### config.mk
export PLATFORM = sky130hd
export DESIGN_NAME = mem_port_arbiter_flat
export DESIGN_NICKNAME = d
export VERILOG_FILES = /design/src/rtl/mem_port_arbiter_if.sv /design/src/rtl/mem_port_arbiter.sv /design/src/flat_wrapper.sv
export SDC_FILE = /design/constraint.sdc
export NUM_CORES = 1
export LEC_CHECK = 0
export ABC_AREA = 1
export BUFFER_PORTS_ARGS = -buffer_cell sky130_fd_sc_hd__buf_2
export CORE_AREA = 2 2 207 209
export CTS_BUF_LIST = sky130_fd_sc_hd__clkbuf_2
export CTS_CLUSTER_DIAMETER = 200
export DETAILED_ROUTE_END_ITERATION = 8
export DIE_AREA = 0 0 209 211
export GPL_TIMING_DRIVEN = 0
export HOLD_SLACK_MARGIN = 0.02
export PLACE_DENSITY_LB_ADDON = 0.05
export SYNTH_ARGS = -nofsm -noshare
export SYNTH_HDL_FRONTEND = slang
export SYNTH_SLANG_ARGS = --single-unit
### constraint.sdc
create_clock -name clk -period 1.49 [get_ports clk]
set_clock_uncertainty 0.05 [all_clocks]
set_input_delay 0 -clock clk [delete_from_list [all_inputs] [get_ports clk]]
set_output_delay 0 -clock clk [all_outputs]
set_load 0.02 [all_outputs]
### src/rtl/mem_port_arbiter_if.sv
// Bundle of the fetch, data-path and RAM signals around mem_port_arbiter.
// slave is the arbiter's view; master is the surrounding core + RAM view.
interface mem_port_arbiter_if #(
  parameter int DATA_W = 64
);
  logic              if_req;
  logic [DATA_W-1:0] if_addr;
  logic              if_gnt;
  logic              if_valid;
  logic [DATA_W-1:0] if_rdata;

  logic              d_req;
  logic              d_we;
  logic [DATA_W-1:0] d_addr;
  logic [DATA_W-1:0] d_wdata;
  logic              d_gnt;
  logic              d_valid;
  logic [DATA_W-1:0] d_rdata;

  logic              mem_en;
  logic              mem_we;
  logic [DATA_W-1:0] mem_addr;
  logic [DATA_W-1:0] mem_wdata;
  logic [DATA_W-1:0] mem_rdata;

  logic              busy;
  logic              cpu_stall;

  modport slave (
    input  if_req, if_addr, d_req, d_we, d_addr, d_wdata, mem_rdata,
    output if_gnt, if_valid, if_rdata, d_gnt, d_valid, d_rdata,
           mem_en, mem_we, mem_addr, mem_wdata, busy, cpu_stall
  );

  modport master (
    output if_req, if_addr, d_req, d_we, d_addr, d_wdata, mem_rdata,
    input  if_gnt, if_valid, if_rdata, d_gnt, d_valid, d_rdata,
           mem_en, mem_we, mem_addr, mem_wdata, busy, cpu_stall
  );
endinterface

### src/rtl/mem_port_arbiter.sv
// Shares one single-port, fixed-latency RAM between instruction fetch and the
// data load/store path, sequencing one transaction at a time.
module mem_port_arbiter #(
  parameter int DATA_W     = 64,
  parameter int MEM_LAT    = 2,
  parameter int STARVE_MAX = 4
) (
  input logic               clk,
  input logic               rst,
  mem_port_arbiter_if.slave bus
);

  localparam int CNT_W    = (MEM_LAT > 1) ? $clog2(MEM_LAT) : 1;
  localparam int STARVE_W = (STARVE_MAX > 0) ? $clog2(STARVE_MAX + 1) : 1;
  localparam logic [DATA_W-1:0] ZERO_D = {DATA_W{1'b0}};
  localparam logic OWN_IF = 1'b0;
  localparam logic OWN_D  = 1'b1;

  if (MEM_LAT < 1) begin : g_bad_mem_lat
    $error("mem_port_arbiter: MEM_LAT must be at least 1");
  end

  typedef enum logic [1:0] {
    ST_IDLE   = 2'd0,
    ST_ACCESS = 2'd1,
    ST_RESP   = 2'd2
  } state_t;

  state_t              state_r;
  logic [CNT_W-1:0]    cnt_r;
  logic [STARVE_W-1:0] starve_r;
  logic                owner_r;
  logic                if_gnt_r;
  logic                if_valid_r;
  logic [DATA_W-1:0]   if_rdata_r;
  logic                d_gnt_r;
  logic                d_valid_r;
  logic [DATA_W-1:0]   d_rdata_r;
  logic                mem_en_r;
  logic                mem_we_r;
  logic [DATA_W-1:0]   mem_addr_r;
  logic [DATA_W-1:0]   mem_wdata_r;
  logic                fetch_wins_s;

  // Data wins unless it is idle or fetch has been passed over STARVE_MAX times
  always_comb begin
    fetch_wins_s = 1'b0;
    if (!bus.d_req) begin
      fetch_wins_s = 1'b1;
    end else if (bus.if_req && (starve_r == STARVE_W'(STARVE_MAX))) begin
      fetch_wins_s = 1'b1;
    end else begin
      fetch_wins_s = 1'b0;
    end
  end

  // Transaction sequencer: arbitration, RAM drive and response capture
  always_ff @(posedge clk) begin
    if (!rst) begin
      state_r     <= ST_IDLE;
      cnt_r       <= {CNT_W{1'b0}};
      starve_r    <= {STARVE_W{1'b0}};
      owner_r     <= OWN_IF;
      if_gnt_r    <= 1'b0;
      if_valid_r  <= 1'b0;
      if_rdata_r  <= ZERO_D;
      d_gnt_r     <= 1'b0;
      d_valid_r   <= 1'b0;
      d_rdata_r   <= ZERO_D;
      mem_en_r    <= 1'b0;
      mem_we_r    <= 1'b0;
      mem_addr_r  <= ZERO_D;
      mem_wdata_r <= ZERO_D;
    end else begin
      if_gnt_r   <= 1'b0;
      d_gnt_r    <= 1'b0;
      if_valid_r <= 1'b0;
      d_valid_r  <= 1'b0;
      case (state_r)
        ST_IDLE: begin
          if (bus.if_req || bus.d_req) begin
            state_r  <= ST_ACCESS;
            cnt_r    <= CNT_W'(MEM_LAT - 1);
            mem_en_r <= 1'b1;
            if (fetch_wins_s) begin
              owner_r     <= OWN_IF;
              if_gnt_r    <= 1'b1;
              mem_we_r    <= 1'b0;
              mem_addr_r  <= bus.if_addr;
              mem_wdata_r <= ZERO_D;
              starve_r    <= {STARVE_W{1'b0}};
            end else begin
              owner_r     <= OWN_D;
              d_gnt_r     <= 1'b1;
              mem_we_r    <= bus.d_we;
              mem_addr_r  <= bus.d_addr;
              mem_wdata_r <= bus.d_wdata;
              if (!bus.if_req) begin
                starve_r <= {STARVE_W{1'b0}};
              end else if (starve_r != STARVE_W'(STARVE_MAX)) begin
                starve_r <= starve_r + STARVE_W'(1);
              end else begin
                starve_r <= starve_r;
              end
            end
          end else begin
            state_r  <= ST_IDLE;
            starve_r <= {STARVE_W{1'b0}};
          end
        end
        ST_ACCESS: begin
          if (cnt_r == {CNT_W{1'b0}}) begin
            // Last RAM cycle: mem_rdata is valid now; stores return zero
            state_r  <= ST_RESP;
            mem_en_r <= 1'b0;
            mem_we_r <= 1'b0;
            if (owner_r == OWN_D) begin
              d_rdata_r <= mem_we_r ? ZERO_D : bus.mem_rdata;
              d_valid_r <= 1'b1;
            end else begin
              if_rdata_r <= bus.mem_rdata;
              if_valid_r <= 1'b1;
            end
          end else begin
            cnt_r <= cnt_r - CNT_W'(1);
          end
        end
        ST_RESP: begin
          state_r <= ST_IDLE;
        end
        default: begin
          state_r  <= ST_IDLE;
          mem_en_r <= 1'b0;
          mem_we_r <= 1'b0;
        end
      endcase
    end
  end

  assign bus.if_gnt    = if_gnt_r;
  assign bus.if_valid  = if_valid_r;
  assign bus.if_rdata  = if_rdata_r;
  assign bus.d_gnt     = d_gnt_r;
  assign bus.d_valid   = d_valid_r;
  assign bus.d_rdata   = d_rdata_r;
  assign bus.mem_en    = mem_en_r;
  assign bus.mem_we    = mem_we_r;
  assign bus.mem_addr  = mem_addr_r;
  assign bus.mem_wdata = mem_wdata_r;
  assign bus.busy      = (state_r != ST_IDLE);
  assign bus.cpu_stall = (bus.if_req & ~if_valid_r) | (bus.d_req & ~d_valid_r);

endmodule
### src/flat_wrapper.sv
// flat-port wrapper written by rule: the top's interface ports become plain ports
module mem_port_arbiter_flat 
#(
  parameter int DATA_W     = 64,
  parameter int MEM_LAT    = 2,
  parameter int STARVE_MAX = 4
)
  (clk, rst, bus_if_req, bus_if_addr, bus_d_req, bus_d_we, bus_d_addr, bus_d_wdata, bus_mem_rdata, bus_if_gnt, bus_if_valid, bus_if_rdata, bus_d_gnt, bus_d_valid, bus_d_rdata, bus_mem_en, bus_mem_we, bus_mem_addr, bus_mem_wdata, bus_busy, bus_cpu_stall);
  mem_port_arbiter_if #(.DATA_W(DATA_W)) bus_i ();
  input logic clk;
  input logic rst;
  input wire logic [$bits(bus_i.if_req)-1:0] bus_if_req;
  input wire logic [$bits(bus_i.if_addr)-1:0] bus_if_addr;
  input wire logic [$bits(bus_i.d_req)-1:0] bus_d_req;
  input wire logic [$bits(bus_i.d_we)-1:0] bus_d_we;
  input wire logic [$bits(bus_i.d_addr)-1:0] bus_d_addr;
  input wire logic [$bits(bus_i.d_wdata)-1:0] bus_d_wdata;
  input wire logic [$bits(bus_i.mem_rdata)-1:0] bus_mem_rdata;
  output wire logic [$bits(bus_i.if_gnt)-1:0] bus_if_gnt;
  output wire logic [$bits(bus_i.if_valid)-1:0] bus_if_valid;
  output wire logic [$bits(bus_i.if_rdata)-1:0] bus_if_rdata;
  output wire logic [$bits(bus_i.d_gnt)-1:0] bus_d_gnt;
  output wire logic [$bits(bus_i.d_valid)-1:0] bus_d_valid;
  output wire logic [$bits(bus_i.d_rdata)-1:0] bus_d_rdata;
  output wire logic [$bits(bus_i.mem_en)-1:0] bus_mem_en;
  output wire logic [$bits(bus_i.mem_we)-1:0] bus_mem_we;
  output wire logic [$bits(bus_i.mem_addr)-1:0] bus_mem_addr;
  output wire logic [$bits(bus_i.mem_wdata)-1:0] bus_mem_wdata;
  output wire logic [$bits(bus_i.busy)-1:0] bus_busy;
  output wire logic [$bits(bus_i.cpu_stall)-1:0] bus_cpu_stall;
  assign bus_i.if_req = bus_if_req;
  assign bus_i.if_addr = bus_if_addr;
  assign bus_i.d_req = bus_d_req;
  assign bus_i.d_we = bus_d_we;
  assign bus_i.d_addr = bus_d_addr;
  assign bus_i.d_wdata = bus_d_wdata;
  assign bus_i.mem_rdata = bus_mem_rdata;
  assign bus_if_gnt = bus_i.if_gnt;
  assign bus_if_valid = bus_i.if_valid;
  assign bus_if_rdata = bus_i.if_rdata;
  assign bus_d_gnt = bus_i.d_gnt;
  assign bus_d_valid = bus_i.d_valid;
  assign bus_d_rdata = bus_i.d_rdata;
  assign bus_mem_en = bus_i.mem_en;
  assign bus_mem_we = bus_i.mem_we;
  assign bus_mem_addr = bus_i.mem_addr;
  assign bus_mem_wdata = bus_i.mem_wdata;
  assign bus_busy = bus_i.busy;
  assign bus_cpu_stall = bus_i.cpu_stall;
  mem_port_arbiter #(.DATA_W(DATA_W), .MEM_LAT(MEM_LAT), .STARVE_MAX(STARVE_MAX)) u_core (.clk(clk), .rst(rst), .bus(bus_i));
endmodule
=== Yosys cells after proc, flatten, opt, wreduce, memory -nomap -nowiden ===
Index checks and enable logic that the tools add are counted.

* Input port bits: 261
* Output and inout bits: 264
* Bits in registers: 269

* Muxes and demuxes: 24
* Reduce and logical (&&, ||, !) cells: 13
* Bitwise gates (word level): 10
* Add/subtract/negate cells: 2
* Equality and inequality tests: 7

{| class="wikitable"
|+ Operators with widths
! operator !! number
|-
| 2-to-1 mux 64 bit || 3
|-
| 2-to-1 mux 1 bit || 12
|-
| 2-to-1 mux 3 bit || 4
|-
| AND reduction 3 bit || 4
|-
| NOT 1 bit || 7
|-
| case mux 1 bit (3 select lines) || 2
|-
| AND reduction 2 bit || 3
|-
| inequality test 4 x 3 -> 1 bit (second input constant) || 1
|-
| case mux 2 bit (2 select lines) || 1
|-
| nonzero test 2 bit || 2
|-
| adder 3 x 1 -> 3 bit (second input constant) || 1
|-
| == test 3 bit (second input constant) || 1
|-
| inequality test 3 bit (second input constant) || 1
|-
| OR reduction 3 bit || 1
|-
| bitwise AND 1 bit || 2
|-
| == test 2 x 1 -> 1 bit (second input constant) || 1
|-
| == test 2 bit (second input constant) || 1
|-
| logical NOT 2 bit || 1
|-
| 2-to-1 mux 2 bit || 1
|-
| inequality test 2 x 1 -> 1 bit (second input constant) || 1
|-
| inequality test 2 bit (second input constant) || 1
|-
| case mux 1 bit (2 select lines) || 1
|-
| logical AND 1 bit || 1
|-
| logical OR 1 bit || 1
|-
| 2 further kinds || 2
|}

=== Longest topological paths before layout ===
* Depth after elaboration: 7
* Mapped depth: 10

=== Worst setup path before layout ===
OpenSTA, ideal clock, no wires.

* Path kind: register -> register
* Start point: register u_core.starve_r[0]
* End point: register u_core.mem_wdata_r[54] (netlist: u_core.bus.mem_wdata[54])
* Setup time: 0.070 ns
* Slack: -0.016 ns
* Arrival: 1.386 ns
* Cell stages (with the launch flop): 9
* Buffers on the path: 3
* Cells stage by stage: dfxtp_1 inv_1 ha_1 nand3_1 buf_4 buf_4 clkbuf_1 nand4_1 a21oi_1

* Cells in the longest elaborated chain, start to end: 5

{| class="wikitable"
|+ Ends and longest elaborated chain
! what !! line !! source
|-
| start, declared || mem_port_arbiter.sv:31 || <nowiki>logic [STARVE_W-1:0] starve_r;</nowiki>
|-
| start signal, assigned || mem_port_arbiter.sv:62 || <nowiki>starve_r <= {STARVE_W{1'b0}};</nowiki>
|-
| start signal, assigned || mem_port_arbiter.sv:91 || <nowiki>starve_r <= {STARVE_W{1'b0}};</nowiki>
|-
| start signal, assigned || mem_port_arbiter.sv:99 || <nowiki>starve_r <= {STARVE_W{1'b0}};</nowiki>
|-
| == test 3 bit || mem_port_arbiter.sv:50 || <nowiki>end else if (bus.if_req && (starve_r == STARVE_W'(STARVE_MAX))) begin</nowiki>
|-
| logical AND 1 bit || mem_port_arbiter.sv:50 ||
|-
| 2-to-1 mux 1 bit || mem_port_arbiter.sv:50 ||
|-
| 2-to-1 mux 1 bit || mem_port_arbiter.sv:48 || <nowiki>if (!bus.d_req) begin</nowiki>
|-
| 2-to-1 mux 64 bit || mem_port_arbiter.sv:85 || <nowiki>if (fetch_wins_s) begin</nowiki>
|-
| end signal, assigned || mem_port_arbiter.sv:97 || <nowiki>mem_wdata_r <= bus.d_wdata;</nowiki>
|-
| end, declared || mem_port_arbiter.sv:42 || <nowiki>logic [DATA_W-1:0] mem_wdata_r;</nowiki>
|}

No other way between the ends.
A chain may end at the register's enable or synchronous reset.

=== Worst setup path in the final report ===
* Start point: register u_core.if_valid_r (netlist: u_core.bus.if_valid)
* End point: output port bus_cpu_stall

* Cells in the longest elaborated chain, start to end: 3

{| class="wikitable"
|+ Ends and longest elaborated chain
! what !! line !! source
|-
| start, declared || mem_port_arbiter.sv:34 || <nowiki>logic if_valid_r;</nowiki>
|-
| start signal, assigned || mem_port_arbiter.sv:65 || <nowiki>if_valid_r <= 1'b0;</nowiki>
|-
| start signal, assigned || mem_port_arbiter.sv:77 || <nowiki>if_valid_r <= 1'b0;</nowiki>
|-
| start signal, assigned || mem_port_arbiter.sv:122 || <nowiki>if_valid_r <= 1'b1;</nowiki>
|-
| NOT 1 bit || mem_port_arbiter.sv:151 || <nowiki>assign bus.cpu_stall = (bus.if_req & ~if_valid_r) | (bus.d_req & ~d_valid_r);</nowiki>
|-
| bitwise AND 1 bit || mem_port_arbiter.sv:151 ||
|-
| OR 1 bit || mem_port_arbiter.sv:151 ||
|-
| end, declared || flat_wrapper.sv:30 || <nowiki>output wire logic [$bits(bus_i.cpu_stall)-1:0] bus_cpu_stall;</nowiki>
|}

No other way between the ends.

==> results.json <==
{
  "final-setup-viol-count": 206,
  "core_area_um2": 41800,
  "pin_count_of_the_biggest_net_entering_global_routing": 20,
  "cts-buffers-inserted": 80,
  "synth_top_area_share_pct": 47.4,
  "fmax_mhz": 609,
  "initial_core_utilization_pct": 27.2,
  "crit_type": "reg -> out",
  "fin_total_pwr_mw": 22.0,
  "clkLatencyLatePin_ns": 0.96,
  "cp_max_fo": 2,
  "grt_antenna_before_repair": 5,
  "drt-initial-drc-count": 759,
  "power.sequential.fraction_pct": 38.9,
  "setup_ws_ns": -0.151,
  "endpoint_kind": "output port",
  "maxSlewViolCount": 0,
  "synth.top_cells.by_area": "sky130_fd_sc_hd__dfxtp_1 (47%), sky130_fd_sc_hd__nor2_1 (13%), sky130_fd_sc_hd__nand2_1 (9.0%)",
  "num_rows": 75,
  "worst_setup_hold_path_clk_slew_ns": 0.10,
  "switching_share_pct": 35.6,
  "intPower_mw": 14.2,
  "routed_wl_um": 59200,
  "netlist_area_um2": 11400,
  "p_leak_nw": 11.7,
  "detailroute.via_count": 16147,
  "timing.hold.worst.class": "in -> reg",
  "first_pass_iters": 5,
  "worst-endpoint-required_ns": 1.44,
  "synth-seq-cells": 269,
  "outcome": "complete, but fails checks",
  "synth_cell_type_count": 25,
  "design.portCount": 525,
  "route.antenna.remaining_nets": 0,
  "final_core_utilization_pct": 61.1,
  "combinational_share_of_power_pct": 35.5,
  "final_layout_size_suffix_gt1_share_pct": 45.4,
  "vdd_drop_max_mv": 0.526,
  "width_of_the_die_um": 209,
  "grt_setup_unrepaired": "true",
  "fin_crit_ns": 1.64,
  "crit_path_start_kind": "flop",
  "synthesis.instances": 1628,
  "p_per_area_nw_per_um2": 862,
  "design.die.area_um2": 44100,
  "wire_length_of_the_first_global_routing_pass_um": 89700,
  "syn2layout_area_growth_pct": 125,
  "clock_network_fraction_of_design_power_pct": 25.7,
  "dp.final_hpwl_um": 37100,
  "failed_checks": "negative setup slack",
  "clock_path_buffers": 3,
  "final_net_count": 3122,
  "seq_area_frac_synth_pct": 47.4,
  "data_arrival_time_of_the_worst_path_ns": 1.59,
  "yosysWarningCount": 0,
  "synth.largest_area_cell": "sky130_fd_sc_hd__dfxtp_1",
  "die-height_um": 211,
  "tritoncts": "yes",
  "place.gp.congestion": 0.836,
  "post_synth.cell_area_avg_um2": 6.98,
  "finalHoldViolations": 0,
  "drcViolationCount": 0,
  "first_global_vias": 16776,
  "cts_max_level": 3,
  "wl_cell_um": 17.1,
  "filler_cell_count": 3659,
  "layout_worst_path_cycle_share_pct": 110,
  "relSlewSlack_pct": 40.6,
  "cts-root-buf": "sky130_fd_sc_hd__clkbuf_2",
  "p_switching_mw": 7.83,
  "input_output_buffers": 523,
  "grt_util_all_layers_pct": 25.6,
  "tightest_slew_ns": 0.891,
  "via_per_inst": 4.67,
  "global_route.overflow_total": 0,
  "synth_nets": 1891,
  "drv.max_cap_violation_count": 0,
  "cts_num_sinks": 269
}
## through the flow
step	std cells	worst slack, ns	instance area, µm²	TNS, ns	hold slack, ns
floorplan	1628	-0.00556	11400	-0.111	0.0979
global placement	2690	-0.452	14700	-74.03	0.213
detailed placement	2690	-0.477	14700	-77.73	0.219
CTS	3408	-0.269	24300	-33.30	0.0321
global route	3457	-0.282	25500	-46.81	0.0988
finish	3458	-0.151	25500	-9.22	0.164
## repair_timing
action,CTS,global route
hold buffers,520,0
pin swaps,38,103
resized for setup,1107,279
endpoints found under the hold margin,269,0
gates cloned,20,7
setup endpoints to repair,531,527
setup buffers,49,50
## worst max-delay path, stage by stage, from the launching register on
cell                      delay, ns
sky130_fd_sc_hd__dfxtp_2       0.33
sky130_fd_sc_hd__o22ai_2       0.17
sky130_fd_sc_hd__buf_6         0.15
## cell usage after synthesis
library cell / instances
sky130_fd_sc_hd__nand2_1: 271
sky130_fd_sc_hd__o21ai_0: 92
sky130_fd_sc_hd__o22ai_1: 1
sky130_fd_sc_hd__clkbuf_1: 83
sky130_fd_sc_hd__nor2_2: 2
sky130_fd_sc_hd__buf_6: 1
sky130_fd_sc_hd__buf_1: 8
sky130_fd_sc_hd__o21ai_1: 37
sky130_fd_sc_hd__inv_1: 76
sky130_fd_sc_hd__o31ai_1: 1
sky130_fd_sc_hd__buf_2: 48
sky130_fd_sc_hd__dfxtp_1: 269
sky130_fd_sc_hd__ha_1: 2
sky130_fd_sc_hd__nor2_4: 1
sky130_fd_sc_hd__clkbuf_2: 1
sky130_fd_sc_hd__nor4_1: 1
sky130_fd_sc_hd__nand3_2: 1
sky130_fd_sc_hd__clkinv_1: 1
sky130_fd_sc_hd__nand3_1: 76
sky130_fd_sc_hd__a21oi_1: 134
sky130_fd_sc_hd__inv_2: 6
sky130_fd_sc_hd__nor2_1: 385
sky130_fd_sc_hd__nor3_1: 1
sky130_fd_sc_hd__nand4_1: 126
sky130_fd_sc_hd__buf_4: 4
## area by class of cell
| type | instances | area (µm²) | share of cell area (%) |
|---|---|---|---|
| sequential | 269 | 5770 | 22.6 |
| buffer | 133 | 1050 | 4.14 |
| inverter | 83 | 337 | 1.32 |
| clock inverter | 20 | 105 | 0.412 |
| tap | 539 | 674 | 2.64 |
| timing repair buffer | 1161 | 10900 | 42.9 |
| clock buffer | 115 | 576 | 2.26 |
| multi-input combinational | 1131 | 6040 | 23.7 |
| antenna | 7 | 17.5 | 0.0687 |
## cells in the final DEF, fill, tap and decap left out, drive strengths merged, types with 19 or more instances in the layout
master and n:
nor2 388, o21ai 129, dlygate4sd3 520, nand3 77, nand2 271, a21oi 134
clkbuf 192, nand4 126, dfxtp 269, clkinv 19, buf 697, inv 83
## sequential cells by signal, indices dropped and copies added, names as in the netlist
signal                count
u_core.bus.if_gnt         1
u_core.cnt_r              1
u_core.bus.mem_wdata     64
u_core.bus.if_valid       1
u_core.starve_r           3
u_core.bus.mem_en         1
u_core.bus.d_gnt          1
u_core.state_r            2
u_core.bus.d_rdata       64
u_core.bus.mem_we         1
u_core.owner_r            1
u_core.bus.if_rdata      64
u_core.bus.d_valid        1
u_core.bus.mem_addr      64
## power by group through the flow
stage / clock network, mW / logic (mW) / registers [mW]
floorplan: 0 / 2.01 / 9.18
global placement: 0 / 4.73 / 8.37
detailed placement: 0 / 4.71 / 8.39
CTS: 5.85 / 7.28 / 8.53
global route: 6.23 / 8.36 / 8.62
finish: 5.64 / 7.80 / 8.54
## metal layers
| layer | wire (µm) | track usage, % | vias up |
|---|---|---|---|
| met5 | 0 | 0 | - |
| met1 | 23000 | 28.0 | 7500 |
| met3 | 3840 | 7.21 | 176 |
| met2 | 29700 | 45.9 | 607 |
| met4 | 2660 | 11.8 | 0 |
| li1 | - | - | 7864 |
## kinds of logic (layout without fill, tap and decap cells)
| kind of cell | after synthesis | after routing | synth area share [%] |
|---|---|---|---|
| other cells | 0 | 7 | 0 |
| fa+ha+maj | 2 | 2 | 0.220 |
| compound gates | 265 | 265 | 11.7 |
| flops | 269 | 269 | 47.4 |
| buf+inv | 228 | 1512 | 8.27 |
| simple gates | 864 | 864 | 32.4 |
## final timing paths
kind	endpoint	from	slack [ns]	depth (start not counted)
setup / recovery	bus_cpu_stall	u_core.bus.if_valid$_SDFF_PP0_	-0.15	2
hold / removal	u_core.state_r[0]$_SDFFE_PN0P_	rst	0.16	4
setup reg to reg	u_core.bus.d_rdata[39]$_SDFFE_PN0P_	u_core.state_r[0]$_SDFFE_PN0P_	-0.14	11
hold reg to reg	u_core.bus.mem_wdata[57]$_SDFFE_PN0P_	u_core.bus.mem_wdata[57]$_SDFFE_PN0P_	0.42	2
Power figures use the tool's default switching activity.
